[src/rtl/codec2_lpc_pkg.sv]
// Shared constants and state encoding for the Codec2 LPC analysis path.
package codec2_lpc_pkg;

    localparam int LPC_N     = 320;
    localparam int LPC_ORDER = 10;
    localparam int X_W       = 16;
    localparam int RN_W      = 32;
    localparam int RN_DEPTH  = 12;
    localparam int X_AW      = 9;
    localparam int RN_AW     = 4;

    typedef enum logic [3:0] {
        ST_IDLE    = 4'd0,
        ST_INIT    = 4'd1,
        ST_CLR     = 4'd2,
        ST_SET_A   = 4'd3,
        ST_WAIT_A  = 4'd4,
        ST_GET_A   = 4'd5,
        ST_SET_B   = 4'd6,
        ST_WAIT_B  = 4'd7,
        ST_GET_B   = 4'd8,
        ST_MAC     = 4'd9,
        ST_CHECK_N = 4'd10,
        ST_WRITE   = 4'd11,
        ST_CHECK_K = 4'd12,
        ST_DONE    = 4'd13
    } ac_state_t;

endpackage

[src/rtl/autocorr_mac.sv]
// Registered signed multiply-accumulate with synchronous clear and a
// shift-then-saturate-to-32-bit view of the accumulator.
module autocorr_mac
    import codec2_lpc_pkg::*;
#(
    parameter int ACC_W = 48,
    parameter int SHIFT = 8
) (
    input  logic                    clk,
    input  logic                    rst,
    input  logic                    clr,
    input  logic                    en,
    input  logic signed [X_W-1:0]   a,
    input  logic signed [X_W-1:0]   b,
    output logic signed [RN_W-1:0]  rn
);

    localparam logic signed [ACC_W-1:0] RN_MAX = {{(ACC_W-RN_W+1){1'b0}}, {(RN_W-1){1'b1}}};
    localparam logic signed [ACC_W-1:0] RN_MIN = {{(ACC_W-RN_W+1){1'b1}}, {(RN_W-1){1'b0}}};

    logic signed [ACC_W-1:0]   acc;
    logic signed [2*X_W-1:0]   prod;
    logic signed [ACC_W-1:0]   shifted;

    assign prod    = a * b;
    assign shifted = acc >>> SHIFT;

    always_ff @(posedge clk or negedge rst) begin
        if (!rst) begin
            acc <= '0;
        end else if (clr) begin
            acc <= '0;
        end else if (en) begin
            acc <= acc + {{(ACC_W-2*X_W){prod[2*X_W-1]}}, prod};
        end
    end

    // Shift is arithmetic, so negative sums floor toward minus infinity.
    always_comb begin
        rn = shifted[RN_W-1:0];
        if (shifted > RN_MAX) begin
            rn = RN_MAX[RN_W-1:0];
        end else if (shifted < RN_MIN) begin
            rn = RN_MIN[RN_W-1:0];
        end
    end

endmodule

[src/rtl/autocorrelate_rn.sv]
// LPC autocorrelation: computes R[0..ORDER] of one frame through a single-port
// sample RAM and writes each lag into the Rn RAM as it completes.
module autocorrelate_rn
    import codec2_lpc_pkg::*;
#(
    parameter int N     = LPC_N,
    parameter int ORDER = LPC_ORDER,
    parameter int SHIFT = 8,
    parameter int ACC_W = 48
) (
    input  logic              clk,
    input  logic              rst,
    input  logic              start_ac,
    output logic [X_AW-1:0]   addr_x,
    input  logic [X_W-1:0]    q_x,
    output logic [RN_AW-1:0]  addr_rn,
    output logic [RN_W-1:0]   data_rn,
    output logic              wren_rn,
    output logic              busy_ac,
    output logic              done_ac,
    output logic [3:0]        state_dbg
);

    ac_state_t              state;
    logic [RN_AW-1:0]       k;
    logic [X_AW-1:0]        n;
    logic signed [X_W-1:0]  a;
    logic signed [X_W-1:0]  b;
    logic signed [RN_W-1:0] mac_rn;
    logic                   mac_clr;
    logic                   mac_en;

    assign state_dbg = state;
    assign mac_clr   = (state == ST_CLR);
    assign mac_en    = (state == ST_MAC);

    autocorr_mac #(
        .ACC_W (ACC_W),
        .SHIFT (SHIFT)
    ) u_mac (
        .clk (clk),
        .rst (rst),
        .clr (mac_clr),
        .en  (mac_en),
        .a   (a),
        .b   (b),
        .rn  (mac_rn)
    );

    // q_x reflects addr_x two states after it is set, hence the WAIT states.
    always_ff @(posedge clk or negedge rst) begin
        if (!rst) begin
            state   <= ST_IDLE;
            k       <= '0;
            n       <= '0;
            a       <= '0;
            b       <= '0;
            addr_x  <= '0;
            addr_rn <= '0;
            data_rn <= '0;
            wren_rn <= 1'b0;
            busy_ac <= 1'b0;
            done_ac <= 1'b0;
        end else begin
            wren_rn <= 1'b0;
            case (state)
                ST_IDLE: begin
                    if (start_ac) begin
                        state   <= ST_INIT;
                        done_ac <= 1'b0;
                        busy_ac <= 1'b1;
                    end
                end
                ST_INIT: begin
                    k     <= '0;
                    state <= ST_CLR;
                end
                ST_CLR: begin
                    n     <= X_AW'(k);
                    state <= ST_SET_A;
                end
                ST_SET_A: begin
                    addr_x <= n;
                    state  <= ST_WAIT_A;
                end
                ST_WAIT_A: state <= ST_GET_A;
                ST_GET_A: begin
                    a     <= q_x;
                    state <= ST_SET_B;
                end
                ST_SET_B: begin
                    addr_x <= n - X_AW'(k);
                    state  <= ST_WAIT_B;
                end
                ST_WAIT_B: state <= ST_GET_B;
                ST_GET_B: begin
                    b     <= q_x;
                    state <= ST_MAC;
                end
                ST_MAC: begin
                    n     <= n + 1'b1;
                    state <= ST_CHECK_N;
                end
                ST_CHECK_N: state <= (n < X_AW'(N)) ? ST_SET_A : ST_WRITE;
                ST_WRITE: begin
                    addr_rn <= k;
                    data_rn <= mac_rn;
                    wren_rn <= 1'b1;
                    state   <= ST_CHECK_K;
                end
                ST_CHECK_K: begin
                    k     <= k + 1'b1;
                    state <= (k < RN_AW'(ORDER)) ? ST_CLR : ST_DONE;
                end
                ST_DONE: begin
                    done_ac <= 1'b1;
                    busy_ac <= 1'b0;
                    state   <= ST_IDLE;
                end
                default: state <= ST_IDLE;
            endcase
        end
    end

endmodule

[config.mk]
export PLATFORM = sky130hd
export DESIGN_NAME = autocorrelate_rn
export DESIGN_NICKNAME = d
export VERILOG_FILES = /design/src/rtl/codec2_lpc_pkg.sv /design/src/rtl/autocorr_mac.sv /design/src/rtl/autocorrelate_rn.sv
export SDC_FILE = /design/constraint.sdc
export NUM_CORES = 1
export LEC_CHECK = 0
export CAP_MARGIN = 30
export CORE_MARGIN = 10
export CORE_UTILIZATION = 45
export DETAILED_ROUTE_END_ITERATION = 8
export PLACE_DENSITY = 0.66
export SLEW_MARGIN = 20
export SYNTH_ARGS = -nofsm -noshare
export SYNTH_HDL_FRONTEND = slang
export SYNTH_SLANG_ARGS = --single-unit
[constraint.sdc]
create_clock -name clk -period 9.99 [get_ports clk]
set_input_delay 1.998 -clock clk [delete_from_list [all_inputs] [get_ports clk]]
set_output_delay 1.998 -clock clk [all_outputs]
set_load 0.005 [all_outputs]
# == Word level (Yosys, flattened, before mapping) ==
# Cells that the tools add are included.
# Widths: inputs -> output; s select.
# classes
n_addsub,4
mul,1
order_cmp,4
n_eq_ne,14
muxes,16
reduce_logical,6
# op_table
operator,count
$mux 48,2
$mux 32,2
$pmux 4 s13,1
$add 48x48->48,1
$gt 40x32->1 const B,1
$lt 40x32->1 const B,1
$pmux 9 s2,2
$mul 16x16->32,1
$eq 4x4->1 const B,6
$eq 4x3->1 const B,4
$mux 4,3
$add 9x1->9 const B,1
$lt 9x9->1 const B,1
$sub 9x4->9,1
$eq 4x2->1 const B,2
$pmux 4 s2,1
$reduce_bool 2->1,4
$add 4x1->4 const B,1
$eq 4x1->1 const B,1
$logic_not 4->1,1
$lt 4x4->1 const B,1
$pmux 1 s2,2
$mux 1,3
$ne 2x2->1 const B,1
$reduce_and 2->1,1
# word_totals
regBits,145
input_bits,19
out_inout_bits,52
word_cells,57

# == Logic depth before layout (Yosys ltp) ==
# logic_depth
depth_word,4
depth_mapped,38
ltp_nobuf,36

# == Hierarchy ==
# From an unflattened synthesis, not the netlist that was laid out.
# unflattened
cells_unflattened,2060
hier_area_um2,18800.5
# by_module_without_submodules
module,instances,cells_each,area_per_inst_um2,seq_area_each_um2
autocorr_mac,1,1655,14599.0,1201.2
autocorrelate_rn,1,405,4201.5,2427.3

# == Worst setup path before layout ==
# Ideal clock, no wire load.
# synth_timing
kind,flip-flop to flip-flop
start,register a[15]
end,register u_mac.acc[45]
setup_ps,131
arrival_time_ps,8216
required_ps,9859
path_slack_ps,1643
path_stages_with_launch,32
path_buffers,1
synth_period_minus_slack_ps,8347
path_cell_list,dfrtp_1 clkbuf_1 nand2_1 fa_1 inv_1 fa_1 fa_1 fa_1 fa_1 inv_1 fa_1 inv_1 ha_1 nand2_1 nor2_1 a21oi_1 o21ai_0 a31o_1 a31oi_4 o21ai_2 a311oi_1 inv_1 ha_1 a21o_1 a21o_1 a21oi_1 and3_1 a21boi_4 and3_1 a221oi_1 xor2_1 o21ai_1
# synth_via
elab_chain_cells,4
# synth_rtl
item,line_no,rtl
from (decl),autocorrelate_rn.sv:27,logic signed [X_W-1:0] a;
from (signal assigned),autocorrelate_rn.sv:88,a <= q_x;
$mul 16x16->32,autocorr_mac.sv:25,assign prod = a * b;
$add 48x48->48,autocorr_mac.sv:34,"acc <= acc + {{(ACC_W-2*X_W){prod[2*X_W-1]}}, prod};"
$mux 48,autocorr_mac.sv:33,end else if (en) begin
$mux 48,autocorr_mac.sv:31,end else if (clr) begin
to (signal assigned),autocorr_mac.sv:34,
to (decl),autocorr_mac.sv:21,logic signed [ACC_W-1:0] acc;
# Every way passes these cells. The select of a mux whose other input is x is not followed.
# A chain may end at the register's enable or synchronous reset.

# == Worst setup path after layout ==
# Same ends and word-level chain as after synthesis.

==> results.py <==
metrics = {
    "timing": {
        "worst_pin_slew_ps": 792,
        "max_freq_mhz": 108,
        "slew_headroom_pct": 47.2,
        "skew_ps": 20.2,
        "rsz0062_at_grt": "no",
        "finalCritPeriodShare_pct": 92.8,
        "setup-violations-final": 0,
        "fin_crit_ps": 9280,
        "final_hold_viol_count": 0,
        "tns_ps": 0,
        "slew_violations": 0,
    },
    "clocking": {
        "cts_resized": 0,
        "cts_buffers": 17,
        "cts_tree": "done",
        "clock-sinks": 145,
        "path_clk_slew_ps": 80,
        "holdBufCountCts": 0,
        "htreeDepth": 4,
        "cts_setup_buffers": 0,
        "cts.path.max_buffers": 2,
        "clock_latency_ps": 460,
        "root_buffer": "clkbuf_16",
    },
    "cells_and_area": {
        "area_growth_pct": 10.3,
        "n_antenna_cell": 0,
        "nNetsFinal": 2451,
        "nFillCells": 3671,
        "seq_area_um2": 3630,
        "final_core_util_pct": 50.3,
        "drive_gt1_share_pct": 5.23,
        "multi_input_area_um2": 13000,
    },
    "route": {
        "dr.first_iter.drc_count": 701,
        "viasPerCell": 5.35,
        "drtAntennaViolNets": 0,
        "wl_mm": 42.9,
        "route.detailed.drc": 0,
        "firstDrtPassIters": 5,
        "vias": 13700,
        "wl_per_cell_um": 16.7,
    },
    "setup_path": {
        "startpoint": "a[15]",
        "reg2reg_depth": 32,
        "critical-path-max-stage-delay_ps": 960,
        "worstPathBufferInverterCount": 5,
        "path_common_cell": "fa_1",
        "cp.required_ps": 10320,
        "critPathTopFamily": "adder cells",
        "regToRegSetupSlack_ps": 710,
        "critPathLaunchType": "flip-flop",
        "end_kind": "flip-flop",
        "cpMaxStageDelayCell": "fa_1",
        "reg2reg_from": "a[15]",
        "crit_cells": 32,
        "worst-setup-path-type": "reg2reg",
        "crit_fanout": 17,
        "cp.arrival_ps": 9610,
    },
    "hold_path": {
        "hold_path_depth": 2,
        "worstHoldStart": "u_mac.acc[7]",
        "hold_class": "reg2reg",
    },
    "synthesis": {
        "netlist_area_um2": 18200,
        "yosysSeqAreaShare_pct": 19.9,
        "synth_ff_type": "dfrtp_1",
        "syn-instance-count": 1997,
        "synth_edf_count": 0,
        "ys_warn_count": 0,
        "postSynth.asyncResetShare_pct": 100,
        "synth_cell_types": 68,
        "syn_area_per_cell_um2": 9.12,
        "synth.net_count": 2417,
        "ys_ff_latch": 145,
    },
    "die": {
        "die_area_um2": 48900,
        "core_um2": 39900,
        "rows": 73,
        "die_h_um": 221,
        "initial_core_util_pct": 45.6,
        "io_pins": 71,
        "die_w_um": 221,
    },
    "global_route": {
        "grt_usage_pct": 18.0,
        "antenna_found_initial": 0,
        "gr-total-overflow": 0,
        "grt_max_degree": 71,
        "grt_pass1_vias": 14500,
        "grt_pass1_wl_mm": 73.6,
    },
    "status": {
        "status": "complete, no violations",
    },
    "placement": {
        "port_buffers": 70,
        "place_congestion": 0.838,
        "dp_hpwl_mm": 33.8,
    },
    "job": {
        "cap_violations": 0,
    },
}
==> registers in the layout, indices dropped and copies added, names as in the netlist <==
| name | cells |
|---|---|
| u_mac.acc | 48 |
| data_rn | 32 |
| a | 16 |
| b | 16 |
| addr_x | 9 |
| n | 9 |
| addr_rn | 4 |
| k | 4 |
| state_dbg | 4 |
| busy_ac | 1 |
| done_ac | 1 |
| wren_rn | 1 |
==> synth_stat cells, types with 3 or more instances <==
master,number,area share (%)
a211oi_1,7,0.29
a21o_1,39,1.6
a21oi_1,117,3.2
a221o_1,3,0.16
a22o_1,5,0.24
a311oi_1,4,0.19
a31oi_1,11,0.38
and2_1,129,4.4
and3_1,16,0.55
and4_1,4,0.19
clkbuf_1,69,1.4
dfrtp_1,145,20
fa_1,264,29
ha_1,137,9.4
inv_1,349,7.2
mux2_2,37,2.3
nand2_1,239,4.9
nand2b_1,17,0.58
nand3_1,13,0.36
nand3b_1,3,0.12
nand4_1,12,0.41
nor2_1,94,1.9
nor2b_1,8,0.27
nor3_1,18,0.49
nor4_1,4,0.14
o211ai_1,7,0.29
o21a_1,4,0.16
o21ai_0,77,2.1
o21ai_1,18,0.49
o21bai_1,10,0.41
o22ai_1,3,0.10
o311a_1,3,0.16
o31ai_1,4,0.16
or3_1,3,0.10
xnor2_1,51,2.5
xor2_1,33,1.6
==> cells in the final DEF (no fill, tap or decap), types with 16 or more instances in the layout <==
cell             count
xnor2_1             51
nor2_1              91
and3_1              16
o21ai_1             18
a21oi_1            117
nand2b_1            17
and2_1             129
clkbuf_16           17
inv_1              349
xor2_1              33
nand2_1            239
buf_4               16
ha_1               137
a21o_1              39
nor3_1              16
o21ai_0             76
dfrtp_1            145
fa_1               264
clkdlybuf4s50_1     69
mux2_2              37
==> final timing paths <==
| path | to |
|---|---|
| setup / recovery | u_mac.acc[45] |
| setup reg to reg | u_mac.acc[45] |
| max in group asynchronous | data_rn[0] |
| hold reg to reg | u_mac.acc[7] |
| min in group asynchronous | done_ac |
| hold / removal | u_mac.acc[7] |
==> worst min-delay path: stages (launching register included) <==
cell,delay [ps]
dfrtp_1,350
nand2_1,50
o21ai_0,60
==> kinds of logic after synthesis <==
kind of cell / after synthesis / synth area share, %
AOI/OAI and AO/OA: 341 / 11.7
xor gates and xnor gates: 84 / 4.04
adders and majority gates: 401 / 38.4
buffers and inverters: 421 / 8.70
DFF: 145 / 19.9
muxes: 38 / 2.34
and+or+nand+nor: 567 / 14.9
==> metrics by stage <==
step,setup WS (ps),hold slack [ps],area (µm²),instances
after CTS,733,500,20100,2569
after detailed placement,776,484,19500,2537
after floorplan,1640,455,18200,1997
after global routing,130,532,20100,2569
after global placement,969,471,19400,2536
final,715,494,20100,2569
==> metal layers <==
layer / vias to the layer above / wire (µm) / global-route usage, % / share of wire, %
met1: 6942 / 18100 / 22.6 / 42
met3: 53 / 2340 / 3.72 / 5.4
met5: - / 0 / 0 / 0
li1: 6425 / - / - / -
met2: 314 / 21600 / 31.0 / 50
met4: 0 / 828 / 4.76 / 1.9
==> cell type report <==
type / count / area share (%)
multi-input combinational: 1431 / 64.8
sequential: 145 / 18.1
inverter: 349 / 6.52
timing repair buffer: 87 / 4.23
tap: 525 / 3.27
clock buffer: 17 / 2.12
clock inverter: 15 / 0.965
Power is left out: the tool's default activity adds up to more than one toggle a clock period on the data nets, which glitch-free logic cannot reach.
==> patch (same settings) <==
Reset style: synchronous (`rst`), changed in 2 clocked blocks.
--- a/src/rtl/autocorr_mac.sv
+++ b/src/rtl/autocorr_mac.sv
@@ -25,7 +25,7 @@
     assign prod    = a * b;
     assign shifted = acc >>> SHIFT;
 
-    always_ff @(posedge clk or negedge rst) begin
+    always_ff @(posedge clk) begin
         if (!rst) begin
             acc <= '0;
         end else if (clr) begin
--- a/src/rtl/autocorrelate_rn.sv
+++ b/src/rtl/autocorrelate_rn.sv
@@ -48,7 +48,7 @@
     );
 
     // q_x reflects addr_x two states after it is set, hence the WAIT states.
-    always_ff @(posedge clk or negedge rst) begin
+    always_ff @(posedge clk) begin
         if (!rst) begin
             state   <= ST_IDLE;
             k       <= '0;
Check against the original RTL: differs if rst is asserted again (counterexample within 4 cycles, from zero or initial values and one cycle with rst low); with rst held inactive, the same outputs for 10 cycles.
==> patch against the original RTL <==
  * Global-route usage up 0.83 points
  * Setup slack worse by 28 ps
  * Die area down 0.28%
  * Sequential cell count unchanged
  * Sequential share of layout area down 3.5 points
  * Count of clock-buffer cells in the layout up 2
  * Cell area down 1.0%
  * Synthesized area down 0.30%
  * Wire length up 5.6%
  * Highest routed layer unchanged
Power is left out: it rests on default switching activity, and per cell area and clock period it moved more than threefold.
==> patch: results (changes against the original RTL) <==
Place WS=728.1 ps (-47.54 ps); post-synthesis net count=2582 (+6.8%); post-CTS sizing=0 (unchanged); Routability Congestion=0.8840 (+5.6%); asr flop ratio synth=0% (-100 points); CTS HTree Levels=4 (unchanged); Worst-Skew Late Latency=460 ps (about the same); GR Util met1=25.85% (+3.3 points); register area share after synthesis=15.98% (-3.9 points); WP data arrival=9690 ps (+80 ps); Via-to-Cell Ratio=5.300 (-0.86%); Layout Skew=17.84 ps (-2.343 ps); CTS Buf Count=17 (unchanged); Critical Path Fanout Max=13 (-4); commonest cells in the netlist=nand2_1 (339), inv_1 (338), fa_1 (264); met3 usage=4.390% (+0.67 points); drt initial violations=927 (+32%); GRT Resource Usage Total=18.87% (+0.83 points); CP max stage cell=fa_1; max incr delay on CP=570 ps (-390 ps); post-CTS setup buffer count=0 (unchanged); worst-case clock buffer depth=2 (unchanged); filler instances=3823 (+4.1%); initial antenna violation count=0 (unchanged); Reg2Reg Depth=31 (-3.1%); Slew @ Worst Pin=908.9 ps (+117.3 ps); first-pass GRT wire length=76820 um (+4.4%); share of layout cells above drive strength 1=3.653% (-1.6 points); status=complete, no violations; Top reg by flops=u_mac.acc; met2 Usage GRT=29.68% (-1.3 points); Clock transition at path regs=roughly 70 ps; yosys warns=0 (unchanged); largest net degree at the start of global routing=97 (+37%); prevailing post-synth register cell=dfxtp_1; Largest regs=u_mac.acc: 48 flops, data_rn: 32 flops; Hold WC Path Type=reg -> reg; Post-DP HPWL=35570 um (+5.2%); Buffers on Ports=70 (unchanged); ant diodes=0 (unchanged); Worst Hold Path Cells=2 (unchanged); Layout Cells excl Fill=2715 (+5.7%); ranking of synthesized cells by area=fa_1 (29%), dfxtp_1 (16%), ha_1 (9.5%); CTS root buf=clkbuf_16; Mapped Cells=2161 (+8.2%); number of global-route vias before repair=14.62k (+1.0%); Unique masters post-synth=70 (+2.9%); WL/cell=16.67 um (about the same); drt first pass iters=5 (unchanged)
patch: changes by cell type after synthesis, sizes merged, moves of 14 or more:
| cell | change |
|---|---|
| clkbuf | +16 |
| a21oi | +31 |
| a21boi | +44 |
| mux2 | -37 |
| dfrtp | -145 |
| nand2 | +99 |
| nand3 | +14 |
| dfxtp | +145 |
| nor2 | -17 |
patch: critical path: cells and delay by family (launching register included):
kind                     cells  cell delay [ps]
XOR/XNOR                     2              320
AND/OR/NAND/NOR              6             1380
AO/OA/AOI/OAI               12             2530
flip-flops                   1              550
adder cells (fa/ha/maj)      8             3950
buffers and inverters        3              490
patch: per-layer routing:
metal,vias to the layer above,share of wire (%)
met5,-,0
met4,0,1.3
met3,39,5.3
met2,293,46
met1,7140,47
li1,6917,-
patch: worst paths after layout:
check	start	to	slack [ps]
worst max-delay path	b[15]	u_mac.acc[47]	690
worst min-delay path	u_mac.acc[4]	u_mac.acc[4]	460
worst max register to register	b[15]	u_mac.acc[47]	690
worst min register to register	u_mac.acc[4]	u_mac.acc[4]	460
patch: layout make-up:
cell class / instances / area [sq um] / area share [%]
repair buffers: 92 / 868.3 / 4.366
clock inverters: 11 / 82.58 / 0.4152
well taps: 525 / 656.9 / 3.303
clock buffers: 19 / 452.9 / 2.277
flip-flops and latches: 145 / 2903 / 14.60
multi-input cells: 1585 / 13660 / 68.66
inverters: 338 / 1269 / 6.379
patch: kinds of logic (layout without fill, tap and decap cells):
logic type | Yosys count | count (layout) | share of synthesized area (%)
simple gates | 676 | 676 | 17.48
buf+inv | 431 | 460 | 8.956
compound gates | 416 | 416 | 14.56
fa+ha+maj | 402 | 402 | 38.61
flops | 145 | 145 | 15.98
xor+xnor | 86 | 86 | 4.147
mux | 5 | 5 | 0.2756
patch: metrics by stage:
step / hold WS [ps] / area (sq um)
global route: 479.0 / 19890
finish: 460.3 / 19890
detailed placement: 455.6 / 19340
floorplan: 436.2 / 18160
global placement: 445.1 / 19320
CTS: 464.1 / 19880
